**src/rtl/fault_index_decoder.sv**
```systemverilog
// Streams BIST faulty-PE indices into a fault bitmap with a distinct-fault count and spare-coverage verdict.
// Optional out-of-range index check enabled by defining FAULT_MAP_RANGE_CHECK_EN.
module fault_index_decoder #(
    parameter int OUTPUT_WIDTH = 4,
    parameter int NUM_SPARES   = 1,
    parameter bit ENCODED_VAL  = 1'b0,
    localparam int IDX_WIDTH   = $clog2(OUTPUT_WIDTH),
    localparam int CNT_WIDTH   = $clog2(OUTPUT_WIDTH + 1)
) (
    input  logic                    clk,
    input  logic                    rst_n,
    input  logic                    clear,
    input  logic                    idx_valid,
    output logic                    idx_ready,
    input  logic [IDX_WIDTH-1:0]    idx_in,
    input  logic                    done,
    output logic [OUTPUT_WIDTH-1:0] map_out,
    output logic [CNT_WIDTH-1:0]    fault_count,
    output logic                    map_valid,
    output logic                    repairable,
    output logic                    range_err
);

`ifdef FAULT_MAP_RANGE_CHECK_EN
    localparam bit RANGE_CHK = 1'b1;
`else
    localparam bit RANGE_CHK = 1'b0;
`endif

    typedef enum logic {COLLECT = 1'b0, FINAL = 1'b1} state_t;

    state_t                  state;
    logic [OUTPUT_WIDTH-1:0] fault_q;
    logic [OUTPUT_WIDTH-1:0] hit;
    logic [CNT_WIDTH-1:0]    cnt_q;
    logic                    rerr_q;
    logic                    in_range;
    logic                    dup;
    logic                    inc;
    logic                    xfer;

    // Faults are tracked active-high internally; polarity is applied only at the output.
    always_comb begin
        hit      = '0;
        in_range = (32'(idx_in) < OUTPUT_WIDTH);
        for (int i = 0; i < OUTPUT_WIDTH; i++)
            hit[i] = (32'(idx_in) == i);
        dup  = |(hit & fault_q);
        xfer = idx_valid && idx_ready;
        inc  = in_range ? !dup : !RANGE_CHK;
    end

    assign map_out     = ENCODED_VAL ? fault_q : ~fault_q;
    assign fault_count = cnt_q;
    assign repairable  = (32'(cnt_q) <= NUM_SPARES);
    assign range_err   = rerr_q;

    always_ff @(posedge clk or negedge rst_n) begin
        if (!rst_n) begin
            state     <= COLLECT;
            fault_q   <= '0;
            cnt_q     <= '0;
            rerr_q    <= 1'b0;
            idx_ready <= 1'b0;
            map_valid <= 1'b0;
        end else if (clear) begin
            state     <= COLLECT;
            fault_q   <= '0;
            cnt_q     <= '0;
            rerr_q    <= 1'b0;
            idx_ready <= 1'b1;
            map_valid <= 1'b0;
        end else if (state == COLLECT) begin
            if (xfer) begin
                fault_q <= fault_q | hit;
                // Saturate so an unchecked out-of-range stream cannot wrap the count.
                if (inc && cnt_q != CNT_WIDTH'(OUTPUT_WIDTH))
                    cnt_q <= cnt_q + CNT_WIDTH'(1);
                if (!in_range && RANGE_CHK)
                    rerr_q <= 1'b1;
            end
            if (done) begin
                state     <= FINAL;
                idx_ready <= 1'b0;
                map_valid <= 1'b1;
            end else begin
                idx_ready <= 1'b1;
            end
        end
    end

endmodule

```
**config.mk**
```make
export PLATFORM = sky130hd
export DESIGN_NAME = fault_index_decoder
export DESIGN_NICKNAME = d
export VERILOG_FILES = /design/src/rtl/fault_index_decoder.sv
export SDC_FILE = /design/constraint.sdc
export NUM_CORES = 1
export LEC_CHECK = 0
export ABC_CLOCK_PERIOD_IN_PS = 2200
export CAP_MARGIN = 40
export CORE_UTILIZATION = 30
export CTS_CLUSTER_DIAMETER = 200
export DETAILED_ROUTE_END_ITERATION = 8
export PLACE_DENSITY = 0.59
export SLEW_MARGIN = 40
export SYNTH_ARGS = -nofsm -noshare
export SYNTH_HDL_FRONTEND = slang
export SYNTH_SLANG_ARGS = --single-unit
```
**constraint.sdc**
```tcl
create_clock -name clk -period 2.2 [get_ports clk]
set_input_delay 0.44 -clock clk [delete_from_list [all_inputs] [get_ports clk]]
set_output_delay 0.44 -clock clk [all_outputs]
set_load 0.03 [all_outputs]
```
### Word level (Yosys, flattened, before mapping)

Cells that the tools add are included.

| operators by class | value |
|---|---|
| add/subtract/negate cells | 1 |
| multiply operators | 0 |
| divide/modulo/power cells | 0 |
| order comparisons | 1 |
| equal/unequal tests | 5 |
| shift-type cells | 0 |
| multiplexer cells | 16 |
| bitwise operators | 3 |
| reduce and logical (&&, ||, !) cells | 11 |

Operator list:

| cell | number |
|---|---|
| 2-to-1 mux 3 bit | 4 |
| 2-to-1 mux 4 bit | 3 |
| 2-to-1 mux 1 bit | 9 |
| nonzero test 2 bit | 3 |
| AND 4 bit | 1 |
| equality test 2 bit, second input constant | 2 |
| inverter 4 bit | 1 |
| bitwise OR 4 bit | 1 |
| AND reduction 2 bit | 2 |
| OR reduction 4 bit | 1 |
| adder 3 x 1 -> 3 bit, second input constant | 1 |
| less-or-equal comparator 3 x 1 -> 1 bit, second input constant | 1 |
| inequality test 3 bit, second input constant | 1 |
| AND reduction 3 bit | 1 |
| equality test 2 x 1 -> 1 bit, second input constant | 1 |
| logical AND 1 bit | 2 |
| zero test 2 bit | 1 |
| inequality test 2 bit, second input constant | 1 |
| zero test 1 bit | 1 |

| storage, ports and cells | value |
|---|---|
| register bits after elaboration | 10 |
| bits in latches | 0 |
| memory bits (writable) | 0 |
| bits in read-only memories | 0 |
| bits of input ports | 7 |
| output and inout bits | 11 |
| memories kept | 0 |

### Depth between registers and ports, before layout

| depth | value |
|---|---|
| depth after elaboration | 9 |
| mapped depth | 5 |
| gate-level depth less buffers | 5 |

### Worst setup path after synthesis

Ideal clock, no wire load.

| timing path | value |
|---|---|
| path type | register to output |
| start point | register cnt_q[1] (netlist: fault_count[1]) |
| end point | output port repairable |
| arrival time | 1.212 ns |
| data required time | 1.760 ns |
| setup slack | 0.548 ns |
| stages on the path, launching flop included | 5 |
| path buffers | 0 |
| cells stage by stage | dfrtp_1 -> inv_1 -> ha_1 -> a21oi_1 -> nor2_1 |

| on the way | value |
|---|---|
| cells in the longest elaborated chain, start to end | 1 |

Ends and longest elaborated chain:

| what | RTL line | source |
|---|---|---|
| from (decl) | 35 | `logic [CNT_WIDTH-1:0] cnt_q;` |
| from (signal assigned) | 78 | `cnt_q <= cnt_q + CNT_WIDTH'(1);` |
| less-or-equal comparator 3 x 1 -> 1 bit | 55 | `assign repairable = (32'(cnt_q) <= NUM_SPARES);` |
| to (decl) | 20 | `output logic repairable,` |

Every way passes these cells.

### Worst setup path after layout

| timing path | value |
|---|---|
| start point | input port idx_in[0] |
| end point | register cnt_q[0] (netlist: fault_count[0]) |

| on the way | value |
|---|---|
| cells in the longest elaborated chain, start to end | 7 |
| elaborated cells between the ends (all ways) | 10 |
| classes of those cells | eq/ne: 3; bitwise: 1; reduce/logical: 6 |

Ends and longest elaborated chain:

| what | RTL line | source |
|---|---|---|
| from (decl) | 15 | `input logic [IDX_WIDTH-1:0] idx_in,` |
| equality test 2 x 1 -> 1 bit, or another cell as far along | 47 | `hit[i] = (32'(idx_in) == i);` |
| AND 4 bit (*) | 48 | `dup = \|(hit & fault_q);` |
| OR reduction 4 bit (*) | 48 |  |
| zero test 1 bit (*) | 50 | `inc = in_range ? !dup : !RANGE_CHK;` |
| logical AND 1 bit (*) | 77 | `if (inc && cnt_q != CNT_WIDTH'(OUTPUT_WIDTH))` |
| nonzero test 2 bit (no source line) (*) | -- |  |
| AND reduction 3 bit (no source line) (*) | -- |  |

Mark *: on every way between the ends. The rest lies on a longest branch, timed or not.
A chain may end at the register's enable or synchronous reset.

==> results.tsv <==
metric	value	unit
Tmin final	1.895	ns
register area share after synthesis	46.51	%
design area	757.0	um2
Final Skew	0.008525	ns
top_reg_cell synth	dfrtp_1	
Sink Count	10	
Slew Limit Fails	0	
io pins	18	
Ys Warns	0	
post-DR wirelength/cell	10.60	um
CP peak stage delay	0.53	ns
routability cong.	0.7936	
First DRT Iteration DRCs	6	
grt ovf	0	
status	finished clean	
Die Area	1967	um2
FF-to-FF Start	fault_q[3]	
R2R depth	3	
Max Cap Viol	0	
Detailed Place HPWL	805.6	um
layout cell share with drive strength beyond 1	13.51	%
CTS tree	done	
via/cell ratio	4.469	
Crit Path Category	in -> reg	
TritonCTS Buffers	3	
total area of sequential cells	250.2	um2
Nets	86	
htree depth	1	
Final Cycle Share	86.15	%
RSZ-0062 raised after global routing	no	
total number of vias	438	
clock slew at reported path FFs	0.06	ns
Worst Path Arrival	2.05	ns
Worst-Skew Late Latency	0.26	ns
worst reg2reg setup slack	0.63	ns
Pleak	0.0003349	uW
global-route wire length before repair	1635	um
Area contributors post-synth	dfrtp_1, ha_1, nor2_1, inv_1, mux4_2	
dpl cells	95	
Rows	14	
Finish-stage setup viols	0	
Hold Path Class	in -> async	
FILL cells	159	
top post-synthesis cells by count	dfrtp_1, nor2_1, inv_1, a21oi_1	
Die Span X	44.35	um
Initial Util	33.75	%
post-synthesis cell type count	21	
Max stage delay cell, worst path	mux4_2	
largest net degree at the start of global routing	12	
total core area	1594	um2
Layout Utilization	47.49	%
TNS Setup	0	ns
CP Cell Sequence	clkdlybuf4s50_1 > mux4_2 > and3b_2 > mux2_4	
cts hold-fix bufs	0	
final hold violation count	0	
root buf cell	clkbuf_4	
syn avg cell area	9.782	um2
Die H	44.35	um
cts repair resizes	0	
pwr dens	572.0	nW/um2
area delta synth->final	40.70	%
EDFF count, synth	0	
post-CTS setup buffers	0	
Critical Path RT	2.35	ns
top-area cell type share of the netlist area	46.51	%
IO Port Bufs	16	
crit path max fanout	3	
Antenna diodes	0	
Post-Route WL	1039	um
Tot GR Track Use	12.06	%
VDD IR-drop max	0.0003209	V
cell taking the most area after synthesis	dfrtp_1	
CP Capture Type	flop	
reg2reg end	fault_count[0]	
Async S/R FF share, synth	100.0	%
final cell count without fillers	98	
Max Fclk	527.6	MHz
cell area after synthesis	538.0	um2
drt first pass iters	4	
placed inst area	732.0	um2
initial antenna violation count	0	
Critical Path Source Type	input pin	
total design power	433.0	uW
drt drc	0	
origin of the worst setup path	idx_in[0]	
syn nets	65	
area occupied by multi-input gates	246.5	um2
#FFs+latches synth	10	
Routed Antenna Nets	0	
Post-Syn Instances	55	
vias in the first global route	381	
worst setup path end	fault_count[0]	
maximum buffer depth of the clock tree	2	
[through the flow]
stage                     hold WS, ns  worst slack, ns
after floorplan                0.1444           0.5483
after global placement         0.4837          0.04828
after detailed placement       0.4957          0.02518
after CTS                      0.5119          0.01841
after global routing           0.5382           0.2672
final                          0.4957           0.3047
[final cells by class]
class | count | share of cell area, %
clock buffers | 3 | 2.975
inverters | 8 | 3.967
multi-input cells | 35 | 32.56
flip-flops and latches | 10 | 33.06
well taps | 24 | 3.967
repair buffers | 18 | 23.47
[critical path: cells and delay by family]
family | cells | cell delay [ns]
buffers and inverters | 1 | 0.50
multiplexers | 2 | 0.82
AND/OR/NAND/NOR | 1 | 0.28
[worst min-delay path by stage]
stage / start / end / slack, ns / depth (start not counted)
4_1_cts: rst_n / fault_q[0] / 0.51 / 1
2_1_floorplan: rst_n / fault_count[0] / 0.14 / 0
5_1_grt: rst_n / fault_q[1] / 0.54 / 1
6_report: rst_n / fault_q[0] / 0.50 / 1
3_5_place_dp: map_valid / map_valid / 0.50 / 2
3_3_place_gp: map_valid / map_valid / 0.48 / 2
[metal layers]
metal	vias to the layer above	GRT usage [%]	wire length, um	part of all wire, %
met2	13	17.94	505	49
met4	0	1.818	0	0
met1	208	15.31	472	45
li1	217	-	-	-
met3	0	7.347	62	6.0
met5	-	0	0	0
[state kept, by name (all words and copies together), names as in the netlist]
name,cells
map_valid,1
idx_ready,1
state,1
fault_count,3
fault_q,4
[report_power, final]
group	leakage, uW	switching, uW	internal (uW)
clock network	0.0000138	58.1	62.9
logic	0.000189	57.6	50.8
registers	0.000132	9.87	194
[cell usage in the layout, fill, tap and decap left out, drive strengths merged]
cell | synthesis | final
clkdlybuf4s50 | 0 | 15
nor2 | 10 | 10
dfrtp | 10 | 10
inv | 8 | 8
a21oi | 4 | 4
nand2 | 3 | 3
ha | 3 | 3
clkbuf | 1 | 3
nand2b | 2 | 2
a31oi | 2 | 2
buf | 1 | 2
and3b | 2 | 2
mux4 | 1 | 1
mux2i | 1 | 1
nand4b | 1 | 1
nor4b | 1 | 1
o21ba | 1 | 1
nor3 | 1 | 1
mux2 | 1 | 1
and4bb | 1 | 1
conb | 1 | 1
dlymetal6s2s | 0 | 1
[cells by family (layout without fill, tap and decap cells)]
logic type / Yosys count / after routing / share of synthesized area [%]
other: 1 / 1 / 0.6970
flip-flops: 10 / 10 / 46.51
buffers and inverters: 10 / 29 / 7.674
adder cells (fa/ha/maj): 3 / 3 / 6.977
AO/OA/AOI/OAI: 7 / 7 / 7.907
multiplexers: 3 / 3 / 8.836
AND/OR/NAND/NOR: 21 / 21 / 21.40
(Power assumes the default switching activity.)
